### config.mk
export PLATFORM = sky130hd
export DESIGN_NAME = azadi_board_gpio_flat
export DESIGN_NICKNAME = d
export VERILOG_FILES = /design/src/rtl/azadi_board_gpio_pkg.sv /design/src/rtl/azadi_board_gpio_if.sv /design/src/rtl/azadi_gpio_debounce.sv /design/src/rtl/azadi_board_gpio.sv /design/src/flat_wrapper.sv
export SDC_FILE = /design/constraint.sdc
export NUM_CORES = 1
export LEC_CHECK = 0
export BUFFER_PORTS_ARGS = -buffer_cell sky130_fd_sc_hd__buf_2
export CAP_MARGIN = 10
export CORE_UTILIZATION = 46
export CTS_CLUSTER_DIAMETER = 40
export CTS_CLUSTER_SIZE = 30
export DETAILED_ROUTE_END_ITERATION = 6
export PLACE_DENSITY_LB_ADDON = 0.05
export SYNTH_ARGS = -nofsm -noshare
export SYNTH_HDL_FRONTEND = slang
export SYNTH_HIERARCHICAL = 1
export SYNTH_SLANG_ARGS = --single-unit
### constraint.sdc
create_clock -name clock -period 2.55 [get_ports clock]
set_input_delay 0.765 -clock clock [delete_from_list [all_inputs] [get_ports clock]]
set_output_delay 0.765 -clock clock [all_outputs]
set_load 0.01 [all_outputs]
### src/rtl/azadi_board_gpio_pkg.sv
// ============================================================================
//  Module      : azadi_board_gpio_pkg
//  Description : Shared defaults and helpers for the board-level GPIO bridge.
//  Revision    : 1.0 - initial release
// ============================================================================
`default_nettype none

package azadi_board_gpio_pkg;

    // Default build of the bridge: four pins taken from SoC GPIO bits 19:16.
    localparam int c_NUM_PINS_DEF        = 4;
    localparam int c_SOC_GPIO_W_DEF      = 20;
    localparam int c_PIN_OFFSET_DEF      = 16;
    localparam int c_SYNC_STAGES_DEF     = 2;
    localparam int c_DEBOUNCE_CYCLES_DEF = 4;

    // Debounce counter width; a bypassed filter still gets a 1-bit width so
    // the expression stays legal even though no counter is built.
    function automatic int deb_cnt_width(input int cycles);
        if (cycles < 1) begin
            return 1;
        end
        return $clog2(cycles + 1);
    endfunction

endpackage : azadi_board_gpio_pkg

`default_nettype wire

### src/rtl/azadi_board_gpio_if.sv
// ============================================================================
//  Module      : azadi_board_gpio_if
//  Description : SoC-side GPIO bus and event-control bundle of the bridge.
//  Revision    : 1.0 - initial release
// ============================================================================
`default_nettype none

interface azadi_board_gpio_if
    import azadi_board_gpio_pkg::*;
#(
    parameter int NUM_PINS   = c_NUM_PINS_DEF,
    parameter int SOC_GPIO_W = c_SOC_GPIO_W_DEF
);
    logic [SOC_GPIO_W-1:0] soc_gpio_o;
    logic [SOC_GPIO_W-1:0] soc_gpio_oe;
    logic [SOC_GPIO_W-1:0] soc_gpio_i;
    logic [NUM_PINS-1:0]   evt_rise_en_i;
    logic [NUM_PINS-1:0]   evt_fall_en_i;
    logic [NUM_PINS-1:0]   evt_clear_i;
    logic [NUM_PINS-1:0]   evt_status_o;
    logic                  irq_o;

    // SoC side drives the GPIO vectors and event controls.
    modport master (
        output soc_gpio_o, soc_gpio_oe, evt_rise_en_i, evt_fall_en_i, evt_clear_i,
        input  soc_gpio_i, evt_status_o, irq_o
    );

    // Bridge side returns debounced inputs, status and interrupt.
    modport slave (
        input  soc_gpio_o, soc_gpio_oe, evt_rise_en_i, evt_fall_en_i, evt_clear_i,
        output soc_gpio_i, evt_status_o, irq_o
    );

endinterface : azadi_board_gpio_if

`default_nettype wire

### src/rtl/azadi_gpio_debounce.sv
// ============================================================================
//  Module      : azadi_gpio_debounce
//  Description : Single-pin synchroniser, debounce filter and edge detector.
//  Revision    : 1.0 - initial release
// ============================================================================
`default_nettype none

module azadi_gpio_debounce
    import azadi_board_gpio_pkg::*;
#(
    parameter int SYNC_STAGES     = c_SYNC_STAGES_DEF,
    parameter int DEBOUNCE_CYCLES = c_DEBOUNCE_CYCLES_DEF
) (
    input  wire logic clock,
    input  wire logic reset_ni,
    input  wire logic i_pin,
    output logic      o_deb,
    output logic      o_rise,
    output logic      o_fall
);

    logic [SYNC_STAGES-1:0] r_sync;
    logic                   w_sync;
    logic                   r_deb;
    logic                   r_deb_prev;

    // Metastability chain: the asynchronous pin enters at bit 0.
    always_ff @(posedge clock) begin
        if (!reset_ni) begin
            r_sync <= '0;
        end else begin
            r_sync <= {r_sync[SYNC_STAGES-2:0], i_pin};
        end
    end

    assign w_sync = r_sync[SYNC_STAGES-1];

    generate
        if (DEBOUNCE_CYCLES == 0) begin : g_bypass
            // No filtering: the debounced value is just the synced value, one flop later.
            always_ff @(posedge clock) begin
                if (!reset_ni) begin
                    r_deb <= 1'b0;
                end else begin
                    r_deb <= w_sync;
                end
            end
        end else begin : g_filter
            localparam int               CNT_W      = deb_cnt_width(DEBOUNCE_CYCLES);
            localparam logic [CNT_W-1:0] c_CNT_LAST = CNT_W'(DEBOUNCE_CYCLES - 1);

            logic [CNT_W-1:0] r_cnt;

            // Count consecutive differing samples; flip only after a full run.
            always_ff @(posedge clock) begin
                if (!reset_ni) begin
                    r_cnt <= '0;
                    r_deb <= 1'b0;
                end else if (w_sync == r_deb) begin
                    r_cnt <= '0;
                end else if (r_cnt == c_CNT_LAST) begin
                    r_cnt <= '0;
                    r_deb <= w_sync;
                end else begin
                    r_cnt <= r_cnt + CNT_W'(1);
                end
            end
        end
    endgenerate

    // Previous debounced value; both reset low so reset release makes no edge.
    always_ff @(posedge clock) begin
        if (!reset_ni) begin
            r_deb_prev <= 1'b0;
        end else begin
            r_deb_prev <= r_deb;
        end
    end

    assign o_deb  = r_deb;
    assign o_rise = r_deb & ~r_deb_prev;
    assign o_fall = ~r_deb & r_deb_prev;

endmodule : azadi_gpio_debounce

`default_nettype wire

### src/rtl/azadi_board_gpio.sv
// ============================================================================
//  Module      : azadi_board_gpio
//  Description : Board GPIO bridge - maps a SoC GPIO slice onto board pins
//                with debounced inputs, sticky edge events and registered
//                outputs with per-pin polarity.
//  Revision    : 1.0 - initial release
// ============================================================================
`default_nettype none

module azadi_board_gpio
    import azadi_board_gpio_pkg::*;
#(
    parameter int                  NUM_PINS        = c_NUM_PINS_DEF,
    parameter int                  SOC_GPIO_W      = c_SOC_GPIO_W_DEF,
    parameter int                  PIN_OFFSET      = c_PIN_OFFSET_DEF,
    parameter int                  SYNC_STAGES     = c_SYNC_STAGES_DEF,
    parameter int                  DEBOUNCE_CYCLES = c_DEBOUNCE_CYCLES_DEF,
    parameter logic [NUM_PINS-1:0] OUT_INVERT      = '0
) (
    input  wire logic                clock,
    input  wire logic                reset_ni,
    input  wire logic [NUM_PINS-1:0] pin_i,
    output logic      [NUM_PINS-1:0] pin_o,
    output logic      [NUM_PINS-1:0] pin_oe_o,
    azadi_board_gpio_if.slave        bus
);

    // Refuse to build with a slice that falls outside the SoC bus.
    generate
        if (NUM_PINS < 1 || NUM_PINS > 32 || PIN_OFFSET < 0 ||
            PIN_OFFSET + NUM_PINS > SOC_GPIO_W || SYNC_STAGES < 2 ||
            DEBOUNCE_CYCLES < 0) begin : g_param_check
            $fatal(1, "azadi_board_gpio: illegal PIN_OFFSET/NUM_PINS/SYNC_STAGES");
        end
    endgenerate

    logic [NUM_PINS-1:0]   w_deb;
    logic [NUM_PINS-1:0]   w_rise;
    logic [NUM_PINS-1:0]   w_fall;
    logic [NUM_PINS-1:0]   w_evt_set;
    logic [NUM_PINS-1:0]   r_status;
    logic                  r_irq;
    logic [NUM_PINS-1:0]   r_out;
    logic [NUM_PINS-1:0]   r_oe;
    logic [SOC_GPIO_W-1:0] w_soc_in;
    logic                  w_unused_bits;

    generate
        for (genvar i = 0; i < NUM_PINS; i++) begin : g_pin
            azadi_gpio_debounce #(
                .SYNC_STAGES     (SYNC_STAGES),
                .DEBOUNCE_CYCLES (DEBOUNCE_CYCLES)
            ) u_deb (
                .clock    (clock),
                .reset_ni (reset_ni),
                .i_pin    (pin_i[i]),
                .o_deb    (w_deb[i]),
                .o_rise   (w_rise[i]),
                .o_fall   (w_fall[i])
            );
        end
    endgenerate

    assign w_evt_set = (w_rise & bus.evt_rise_en_i) | (w_fall & bus.evt_fall_en_i);

    // Sticky status: a new event outranks a clear arriving in the same cycle.
    always_ff @(posedge clock) begin
        if (!reset_ni) begin
            r_status <= '0;
            r_irq    <= 1'b0;
        end else begin
            r_status <= (r_status & ~bus.evt_clear_i) | w_evt_set;
            r_irq    <= |r_status;
        end
    end

    // Register the SoC output and enable slice towards the pads.
    always_ff @(posedge clock) begin
        if (!reset_ni) begin
            r_out <= '0;
            r_oe  <= '0;
        end else begin
            r_out <= bus.soc_gpio_o[PIN_OFFSET +: NUM_PINS];
            r_oe  <= bus.soc_gpio_oe[PIN_OFFSET +: NUM_PINS];
        end
    end

    // Debounced pins land on their SoC slice; every other bit reads zero.
    always_comb begin
        w_soc_in                         = '0;
        w_soc_in[PIN_OFFSET +: NUM_PINS] = w_deb;
    end

    assign pin_o            = r_out ^ OUT_INVERT;
    assign pin_oe_o         = r_oe;
    assign bus.soc_gpio_i   = w_soc_in;
    assign bus.evt_status_o = r_status;
    assign bus.irq_o        = r_irq;

    // SoC GPIO bits outside the mapped slice are intentionally ignored.
    assign w_unused_bits = ^{bus.soc_gpio_o, bus.soc_gpio_oe};

endmodule : azadi_board_gpio

`default_nettype wire

### src/flat_wrapper.sv
// flat-port wrapper written by rule: the top's interface ports become plain ports
module azadi_board_gpio_flat import azadi_board_gpio_pkg::*;
#(
    parameter int                  NUM_PINS        = c_NUM_PINS_DEF,
    parameter int                  SOC_GPIO_W      = c_SOC_GPIO_W_DEF,
    parameter int                  PIN_OFFSET      = c_PIN_OFFSET_DEF,
    parameter int                  SYNC_STAGES     = c_SYNC_STAGES_DEF,
    parameter int                  DEBOUNCE_CYCLES = c_DEBOUNCE_CYCLES_DEF,
    parameter logic [NUM_PINS-1:0] OUT_INVERT      = '0
)
  (clock, reset_ni, pin_i, pin_o, pin_oe_o, bus_soc_gpio_o, bus_soc_gpio_oe, bus_evt_rise_en_i, bus_evt_fall_en_i, bus_evt_clear_i, bus_soc_gpio_i, bus_evt_status_o, bus_irq_o);
  azadi_board_gpio_if #(.NUM_PINS(NUM_PINS), .SOC_GPIO_W(SOC_GPIO_W)) bus_i ();
  input  wire logic clock;
  input  wire logic reset_ni;
  input  wire logic [NUM_PINS-1:0] pin_i;
  output logic      [NUM_PINS-1:0] pin_o;
  output logic      [NUM_PINS-1:0] pin_oe_o;
  input wire logic [$bits(bus_i.soc_gpio_o)-1:0] bus_soc_gpio_o;
  input wire logic [$bits(bus_i.soc_gpio_oe)-1:0] bus_soc_gpio_oe;
  input wire logic [$bits(bus_i.evt_rise_en_i)-1:0] bus_evt_rise_en_i;
  input wire logic [$bits(bus_i.evt_fall_en_i)-1:0] bus_evt_fall_en_i;
  input wire logic [$bits(bus_i.evt_clear_i)-1:0] bus_evt_clear_i;
  output wire logic [$bits(bus_i.soc_gpio_i)-1:0] bus_soc_gpio_i;
  output wire logic [$bits(bus_i.evt_status_o)-1:0] bus_evt_status_o;
  output wire logic [$bits(bus_i.irq_o)-1:0] bus_irq_o;
  assign bus_i.soc_gpio_o = bus_soc_gpio_o;
  assign bus_i.soc_gpio_oe = bus_soc_gpio_oe;
  assign bus_i.evt_rise_en_i = bus_evt_rise_en_i;
  assign bus_i.evt_fall_en_i = bus_evt_fall_en_i;
  assign bus_i.evt_clear_i = bus_evt_clear_i;
  assign bus_soc_gpio_i = bus_i.soc_gpio_i;
  assign bus_evt_status_o = bus_i.evt_status_o;
  assign bus_irq_o = bus_i.irq_o;
  azadi_board_gpio #(.NUM_PINS(NUM_PINS), .SOC_GPIO_W(SOC_GPIO_W), .PIN_OFFSET(PIN_OFFSET), .SYNC_STAGES(SYNC_STAGES), .DEBOUNCE_CYCLES(DEBOUNCE_CYCLES), .OUT_INVERT(OUT_INVERT)) u_core (.clock(clock), .reset_ni(reset_ni), .pin_i(pin_i), .pin_o(pin_o), .pin_oe_o(pin_oe_o), .bus(bus_i));
endmodule
==> results.toml, run 1 <==
[die]
rows = 20
die_x_um = 60.4
num_io_pins = 91
die_h_um = 60.4
fp.dieArea_mm2 = 0.00364
start_util = 0.497
core_area_mm2 = 0.00315

[layout]
drive_above_1_share = 0.283
nets = 249
area_delta_synth_final_pct = 15.7
n_antenna_cell = 0

[cts]
cts_buffers = 5
cts.clk_slew.worst_paths_ns = 0.11
cts_tree = "yes"
clk_latency_ns = 0.33
postCtsSetupBuffers = 0
cts.path.max_buffers = 2
root_buffer = "clkbuf_4"
post_cts_resized = 0
cts.sinks = 41
cts_max_level = 2
postCtsHoldBufs = 0

[timing]
hold_viol = 0
worst_clock_skew_ns = 0.00319
fin_hold_ws_ns = 0.438
rsz0062_at_grt = "false"
min_period_over_period = 0.661
fin_crit_ns = 1.69
final.setup.tns_ns = 0
worst_slack_ns = 0.863
setup_viol_count_final = 0
fmax_mhz = 593
slew_viol_final = 0

[detailed_routing]
vias_per_cell = 4.51
drt_iter0_markers = 40
first_pass_iters = 4
wl_per_cell_um = 10.1
postRouteWirelength_um = 2290
vias = 1029
ant_nets = 0
drc_errors = 0

[worst_setup_path]
cp.arrival_ns = 0.92
start_kind = "register"
path_delay_family = "flip-flops"
cp_max_fo = 6
slowest_stage = "dfxtp_1"
end_kind = "output port"
crit_buf_inv = 1
crit_chain = "buf_2"
critical_path_class = "reg2out"
worst_ep_required_time_ns = 1.79
max_stage_delay_ns = 0.43

[grt]
first_global_vias = 886
grt_max_degree = 42
track_usage = 0.141
grt_pass1_wl_um = 3650
antenna_found_initial = 0
overflow = 0

[placement]
dpl.hpwl_um = 1660
globalplace.congestion = 0.658
place_ws_ns = 0.910
io_buffers = 42

[synthesis]
ys_seq_elements = 41
syn_inst = 136
yosysSeqAreaShare = 0.524
synthesis.area_mm2 = 0.00157
syn-mean-instance-area_um2 = 11.5
ys_warn_count = 6
ys_types = 19

[pwr]
pwr_density_cell_mw_per_mm2 = 561
ir_drop_mv = 0.294
p_leak_nw = 0.818

[worst_hold_path]
hold_class = "reg2reg"

[flow_run]
cap_violations = 0

[run_status]
status = "complete, no violations"
-- placed cells by master, fill, tap and decap left out, drive strengths merged --
| cell type | instances |
|---|---|
| buf | 42 |
| dfxtp | 41 |
| and2 | 20 |
| conb | 16 |
| nor2b | 8 |
| nor4b | 8 |
| ha | 8 |
| clkbuf | 8 |
| a22oi | 4 |
| and2b | 4 |
| inv | 4 |
| mux2i | 4 |
| xnor2 | 4 |
| and4bb | 4 |
| a21boi | 4 |
| nand2b | 3 |
| or2b | 1 |
| o41a | 1 |
-- cell usage after synthesis --
library cell / number / share of area
dfxtp_1: 41 / 0.52
and2_1: 20 / 0.080
buf_4: 16 / 0.077
ha_1: 8 / 0.064
nor2b_1: 8 / 0.032
nor4b_1: 8 / 0.045
a22oi_1: 4 / 0.019
and2b_1: 4 / 0.019
and4bb_2: 4 / 0.032
inv_1: 4 / 0.0096
mux2i_1: 4 / 0.026
xnor2_1: 4 / 0.022
a21boi_0: 3 / 0.014
nand2b_1: 3 / 0.012
a21boi_2: 1 / 0.0072
clkbuf_2: 1 / 0.0032
conb_1: 1 / 0.0024
o41a_1: 1 / 0.0072
or2b_1: 1 / 0.0048
-- logic make-up (layout without fill, tap and decap cells) --
family | Yosys count | in the layout | synth area share
other cells | 1 | 16 | 0.00239
xor+xnor | 4 | 4 | 0.0224
compound gates | 9 | 9 | 0.0479
fa+ha+maj | 8 | 8 | 0.0639
mux | 4 | 4 | 0.0256
flops | 41 | 41 | 0.524
simple gates | 48 | 48 | 0.224
buf+inv | 21 | 54 | 0.0895
-- report_power, final --
part	total (mW)	internal, mW	leakage [nW]	switching [mW]
clock	0.294	0.110	0.0265	0.184
sequential	0.659	0.655	0.334	0.00460
combinational	0.0627	0.0309	0.457	0.0317
-- layout make-up --
| class | instances | area (µm²) |
|---|---|---|
| inverter | 4 | 15.0 |
| tap | 44 | 55.1 |
| timing repair buffer | 42 | 210 |
| sequential | 41 | 821 |
| fill | 300 | 1340 |
| multi-input combinational | 89 | 662 |
| clock buffer | 8 | 48.8 |
-- through the flow --
step                      total power [mW]   util  instances  instance area [µm²]
after floorplan                      0.724      -        151                 1620
after global routing                  1.07  0.575        228                 1810
final                                 1.02  0.575        228                 1810
after CTS                             1.03  0.575        228                 1810
after detailed placement             0.737  0.559        220                 1760
after global placement               0.735  0.559        220                 1760
-- flip-flops by register name (all words and copies together) (netlist names) --
signal                             cells
u_core/bus.irq_o                       1
u_core/bus.evt_status_o                4
u_core/g_pin.u_deb/g_filter.r_cnt     12
u_core/g_pin.u_deb/o_deb               4
u_core/g_pin.u_deb/r_deb_prev          4
u_core/g_pin.u_deb/r_sync              8
u_core/pin_o                           4
u_core/pin_oe_o                        4
-- routing by layer --
metal | part of all wire | vias up | wire length [µm] | track usage
met2 | 0.47 | 43 | 1090 | 0.240
met1 | 0.43 | 458 | 984 | 0.146
met4 | 0.029 | 0 | 67 | 0.0930
li1 | - | 521 | - | -
met5 | 0 | - | 0 | 0
met3 | 0.068 | 7 | 155 | 0.0512
-- final timing paths --
check | cells past startpoint | slack [ns] | end | startpoint
hold / removal | 1 | 0.44 | u_core/g_pin[2].u_deb/g_filter.r_cnt[0]$_SDFF_PP0_ | u_core/g_pin[2].u_deb/g_filter.r_cnt[0]$_SDFF_PP0_
setup / recovery | 1 | 0.86 | bus_soc_gpio_i[16] | u_core/g_pin[0].u_deb/o_deb$_SDFFE_PN0P_
setup reg to reg | 3 | 1.36 | u_core/g_pin[3].u_deb/g_filter.r_cnt[2]$_SDFF_PP0_ | u_core/g_pin[3].u_deb/g_filter.r_cnt[0]$_SDFF_PP0_
hold reg to reg | 1 | 0.44 | u_core/g_pin[2].u_deb/g_filter.r_cnt[0]$_SDFF_PP0_ | u_core/g_pin[2].u_deb/g_filter.r_cnt[0]$_SDFF_PP0_
Note: power is estimated with default switching activity, not from simulation.
==> inputs of run 2 (changes only) <==
ABC_AREA = 1   (was not set)
CORE_UTILIZATION = 39   (was 46)
clock period = 1.4 ns   (was 2.55 ns; I/O delays follow)
==> run 2 against run 1 <==
Effect of this change: first-iteration DRC count down 18%; non-clock buffer count up 4; core utilization down 8.1 points; global-route usage down 2.0 points; clock skew down 0.0014 ns; clock power rose to 3.3 times the previous value; total power up 130%; synthesized area up 5.0%.
==> results.toml, run 2 <==
[synthesis]
synth_ff_type = "dfxtp_1"
yosys.area_share.xor_xnor = 0
synthesis.area_mm2 = 0.00164
syn_inst = 207
yosysSeqAreaShare = 0.499
async_reset_ff_frac = 0
synth_area_leaders = "dfxtp_1 50%, inv_1 10%, nand2_1 9.1%, buf_4 7.3%, nor2_1 6.8%"
ys_warn_count = 6
yosys.area_share.simple = 0.215
synthAdderAreaFrac = 0.0609
yosysMostFrequentCell = "inv_1"
ys_seq_elements = 41
synth_edf_count = 0
synth_top_area_frac = 0.499
synth_compound_area_frac = 0.0297
yosys.area.top_type = "dfxtp_1"
syn-mean-instance-area_um2 = 7.94
ys_top_cells_by_count = "44 x inv_1, 41 x dfxtp_1, 40 x nand2_1"
synth_top_family_by_area = "simple AND/OR/NAND/NOR gates"
ys_types = 15
synth_mux_area_frac = 0

[timing]
worst_slack_ns = 0.117
fin_hold_ws_ns = 0.312
slew_viol_final = 0
worst_clock_skew_ns = 0.00182
rsz0062_at_grt = "false"
fmax_mhz = 779
final.setup.tns_ns = 0
hold_viol = 0
fin_crit_ns = 1.28
min_period_over_period = 0.917
setup_viol_count_final = 0

[worst_setup_path]
cp_max_fo = 6
path_delay_family = "flip-flops"
worst_r2r_path_depth = 5
end_kind = "output port"
worst_ep_required_time_ns = 0.98
crit_buf_inv = 1
regToRegEndpoint = "u_core/g_pin[0].u_deb/g_filter.r_cnt[0]$_SDFF_PP0_"
worstReg2RegStart = "u_core/g_pin[0].u_deb/g_filter.r_cnt[0]$_SDFF_PP0_"
crit_chain = "buf_2"
ff2ff_setup_slack_ns = 0.32
max_stage_delay_ns = 0.41
start_kind = "register"
cp.arrival_ns = 0.86
critical_path_class = "reg2out"
slowest_stage = "dfxtp_1"

[placement]
dp_cells = 301
globalplace.congestion = 0.676
place_ws_ns = 0.234
dpl.hpwl_um = 1800
io_buffers = 42

[die]
num_io_pins = 91
die_h_um = 66.9
die_x_um = 66.9
core_area_mm2 = 0.00403
fp.dieArea_mm2 = 0.00448
start_util = 0.408
rows = 23

[worst_hold_path]
hold_class = "in2reg"
holdCritStartpoint = "bus_soc_gpio_oe[17]"
min_to = "u_core/pin_oe_o[1]$_SDFF_PN0_"
hold_depth = 3

[cts]
postCtsHoldBufs = 0
cts.path.max_buffers = 2
cts.clk_slew.worst_paths_ns = 0.07
cts.sinks = 41
cts_tree = "yes"
clk_latency_ns = 0.28
postCtsSetupBuffers = 0
cts_max_level = 2
cts_buffers = 5
post_cts_resized = 0
root_buffer = "clkbuf_8"

[grt]
antenna_found_initial = 0
track_usage = 0.121
first_global_vias = 951
grt_pass1_wl_um = 3910
overflow = 0
grt_max_degree = 17

[layout]
reg_top3 = "u_core/g_pin.u_deb/g_filter.r_cnt x12, u_core/g_pin.u_deb/r_sync x8"
final_common_cell = "inv_1"
nets = 324
drive_above_1_share = 0.274
n_antenna_cell = 0
largest_reg_flops = 12
top_register = "u_core/g_pin.u_deb/g_filter.r_cnt"
final_cell_mix = "44 x inv_1, 42 x buf_2, 41 x dfxtp_1"
area_delta_synth_final_pct = 20.9
fin_cells = 309

[pwr]
p_leak_nw = 1.12
ir_drop_mv = 0.648
pwr_density_cell_mw_per_mm2 = 1150

[detailed_routing]
wl_per_cell_um = 7.64
dr_wl_met2_um = 1020
vias_per_cell = 3.84
routed.top_layer = "met4"
wl_met3_um = 162
wl_met1_um = 1130
postRouteWirelength_um = 2360
drt_iter0_markers = 33
vias = 1188
drc_errors = 0
first_pass_iters = 3
ant_nets = 0

[run_status]
status = "complete, no violations"

[flow_run]
cap_violations = 0
-- run 2: cell type report --
type / count / area, µm²
inverters: 49 / 186
well taps: 50 / 62.6
clock buffers: 7 / 86.3
multi-input cells: 115 / 562
clock inverters: 1 / 30.0
fillers: 427 / 2040
flip-flops and latches: 41 / 821
repair buffers: 46 / 240
-- run 2: cell families (layout without fill, tap and decap cells) --
| family | after synthesis | after routing |
|---|---|---|
| other | 1 | 16 |
| buffers and inverters | 66 | 103 |
| AND/OR/NAND/NOR | 82 | 82 |
| flip-flops | 41 | 41 |
| AO/OA/AOI/OAI | 9 | 9 |
| adder cells (fa/ha/maj) | 8 | 8 |
-- run 2: report_power, final --
group / switching [mW] / total [mW] / leakage (nW) / internal [mW]
Sequential: 0.00734 / 1.20 / 0.334 / 1.19
Combinational: 0.0784 / 0.134 / 0.731 / 0.0560
Clock: 0.376 / 0.957 / 0.0585 / 0.581
Total: 0.462 / 2.29 / 1.12 / 1.83
-- run 2: worst max path at each step --
| stage | depth (start not counted) | endpoint | startpoint |
|---|---|---|---|
| 2_1_floorplan | 5 | u_core/g_pin[0].u_deb/g_filter.r_cnt[0]$_SDFF_PP0_ | u_core/g_pin[0].u_deb/g_filter.r_cnt[0]$_SDFF_PP0_ |
| 3_3_place_gp | 5 | u_core/g_pin[1].u_deb/g_filter.r_cnt[2]$_SDFF_PP0_ | reset_ni |
| 3_5_place_dp | 5 | u_core/g_pin[2].u_deb/g_filter.r_cnt[0]$_SDFF_PP0_ | reset_ni |
| 4_1_cts | 1 | bus_soc_gpio_i[16] | u_core/g_pin[0].u_deb/o_deb$_SDFFE_PN0P_ |
| 5_1_grt | 1 | bus_soc_gpio_i[18] | u_core/g_pin[2].u_deb/o_deb$_SDFFE_PN0P_ |
| 6_report | 1 | bus_soc_gpio_i[19] | u_core/g_pin[3].u_deb/o_deb$_SDFFE_PN0P_ |
-- run 2: per-stage QoR --
stage	utilization	power [mW]	instance area, µm²
6_report	0.493	2.29	1990
5_1_grt	0.493	2.40	1990
4_1_cts	0.493	2.34	1990
3_5_place_dp	0.465	1.36	1870
3_3_place_gp	0.465	1.36	1870
2_1_floorplan	-	1.33	1700
-- run 2: routing by layer --
metal / vias to the layer above / track usage
met2: 35 / 0.181
met4: 0 / 0.0638
met5: - / 0
met3: 6 / 0.0514
li1: 662 / -
met1: 485 / 0.144
==> inputs of run 3 (changes only) <==
--- a/config.mk
+++ b/config.mk
@@ -18,2 +18,3 @@
 export SYNTH_HIERARCHICAL = 1
 export SYNTH_SLANG_ARGS = --single-unit
+export TNS_END_PERCENT = 10
==> constraint.sdc (replaced) <==
create_clock -name clock -period 1.4 [get_ports clock]
set_input_delay 0.07 -clock clock [delete_from_list [all_inputs] [get_ports clock]]
set_output_delay 0.07 -clock clock [all_outputs]
set_load 0.01 [all_outputs]
==> run 3 against run 2 <==
Effect of this change: setup slack gained 0.20 ns; flip-flop and latch count did not move; register-to-register slack about the same; final area up 3.8%; critical path depth grew 4; via count grew 5.2%; clock-buffer cell count unchanged; first-iteration DRC count up 15%; sequential share of layout area decreased by 1.5 points; final cell count increased by 2.9%; sequential power is essentially flat; wire length rose by 6.5%; largest cell class unchanged.
==> results.toml, run 3 (same netlist as run 2, synthesis figures left out) <==
[die]
die_h_um = 66.9
num_io_pins = 91
fp.dieArea_mm2 = 0.00448
start_util = 0.408
core_area_mm2 = 0.00403
rows = 23
die_x_um = 66.9

[detailed_routing]
postRouteWirelength_um = 2520
vias_per_cell = 3.93
wl_per_cell_um = 7.91
drc_errors = 0
ant_nets = 0
vias = 1250
first_pass_iters = 4
drt_iter0_markers = 38

[pwr]
p_leak_nw = 1.15
p_sw_frac = 0.215
ir_drop_mv = 0.588
pwr_density_cell_mw_per_mm2 = 1020
comb_power_share = 0.075
intPower_mw = 1.66
p_clk_frac = 0.357
power_mw = 2.11
seqPwrFrac = 0.569
p_switching_mw = 0.453

[timing]
setup_viol_count_final = 0
fmax_mhz = 921
hold_viol = 0
final.setup.tns_ns = 0
fin_crit_ns = 1.09
worst_clock_skew_ns = 0.00418
rsz0062_at_grt = "false"
min_period_over_period = 0.776
slew_viol_final = 0
worst_slack_ns = 0.314

[layout]
final_common_cell = "inv_1"
n_antenna_cell = 0
top_register = "u_core/g_pin.u_deb/g_filter.r_cnt"
num-fill-cells = 423
reg_top3 = "u_core/g_pin.u_deb/g_filter.r_cnt x12, u_core/g_pin.u_deb/r_sync x8"
area_delta_synth_final_pct = 25.5
fin_util = 0.512
nets = 334
drive_above_1_share = 0.254
final_cell_mix = "44 x inv_1, 42 x buf_2, 41 x dfxtp_1"
largest_reg_flops = 12

[cts]
cts.clk_slew.worst_paths_ns = 0.07
cts_buffers = 5
cts_tree = "yes"
root_buffer = "clkbuf_8"
postCtsSetupBuffers = 0
cts.path.max_buffers = 2
cts.sinks = 41
clk_latency_ns = 0.28
post_cts_resized = 0
cts_max_level = 2

[grt]
overflow = 0
track_usage = 0.127
grt_max_degree = 21
grt_pass1_wl_um = 4150
antenna_found_initial = 0
first_global_vias = 1031

[worst_setup_path]
cp_max_fo = 3
start_kind = "register"
critical_path_class = "reg2reg"
end_kind = "register"
worst_ep_required_time_ns = 1.62
cp.arrival_ns = 1.31

[flow_run]
cap_violations = 0

[placement]
place_ws_ns = 0.324
io_buffers = 42
globalplace.congestion = 0.648
dpl.hpwl_um = 1810

[worst_hold_path]
hold_class = "in2reg"

[run_status]
status = "complete, no violations"
run 3: cell types whose count changed in the layout (fill, tap and decap cells not counted):
| cell | delta |
|---|---|
| buf_4 | -2 |
| bufinv_16 | -1 |
| dlygate4sd3_1 | +12 |
run 3: per-stage QoR:
stage	hold slack, ns	instances	area, µm²
finish	0.0755	318	2060
global route	0.0813	318	2060
CTS	0.0732	318	2060
detailed placement	0.254	299	1860
global placement	0.251	299	1860
floorplan	0.163	222	1700
run 3: area by class of cell:
cell class / count / area [µm²] / share of cell area
repair buffers: 56 / 345 / 0.167
well taps: 50 / 62.6 / 0.0303
flip-flops and latches: 41 / 821 / 0.398
inverters: 49 / 186 / 0.0904
clock buffers: 7 / 86.3 / 0.0418
multi-input cells: 115 / 562 / 0.272
run 3: timing repair:
item / 4_1_cts / 5_1_grt
hold endpoints to repair: 12 / 0
hold buffers: 12 / 0
endpoints found under the setup margin: 0 / 0
run 3: routing by layer:
metal / track usage / wire (µm)
met1: 0.149 / 1150
met2: 0.197 / 1170
met3: 0.0514 / 150
met4: 0.0638 / 45
met5: 0 / 0
run 3: critical path: stages (launching register included):
cell,delay [ns]
dfxtp_1,0.31
ha_1,0.19
ha_1,0.21
nor2_2,0.12
nand3_2,0.09
nor2_1,0.10
run 3: worst paths after layout:
kind	slack, ns	from	endpoint	depth (start not counted)
setup / recovery	0.31	u_core/g_pin[3].u_deb/g_filter.r_cnt[0]$_SDFF_PP0_	u_core/g_pin[3].u_deb/g_filter.r_cnt[0]$_SDFF_PP0_	5
hold / removal	0.08	bus_evt_fall_en_i[1]	u_core/bus.evt_status_o[1]$_SDFF_PN0_	5
setup reg to reg	0.31	u_core/g_pin[3].u_deb/g_filter.r_cnt[0]$_SDFF_PP0_	u_core/g_pin[3].u_deb/g_filter.r_cnt[0]$_SDFF_PP0_	5
hold reg to reg	0.41	u_core/g_pin[1].u_deb/r_sync[0]$_SDFF_PN0_	u_core/g_pin[1].u_deb/r_sync[1]$_SDFF_PN0_	2
run 3: power groups by stage:
stage	logic (mW)	clock network [mW]	registers [mW]
4_1_cts	0.158	0.795	1.20
5_1_grt	0.181	0.839	1.20
2_1_floorplan	0.0965	0	1.23
3_3_place_gp	0.132	0	1.23
3_5_place_dp	0.132	0	1.23
6_report	0.157	0.753	1.20
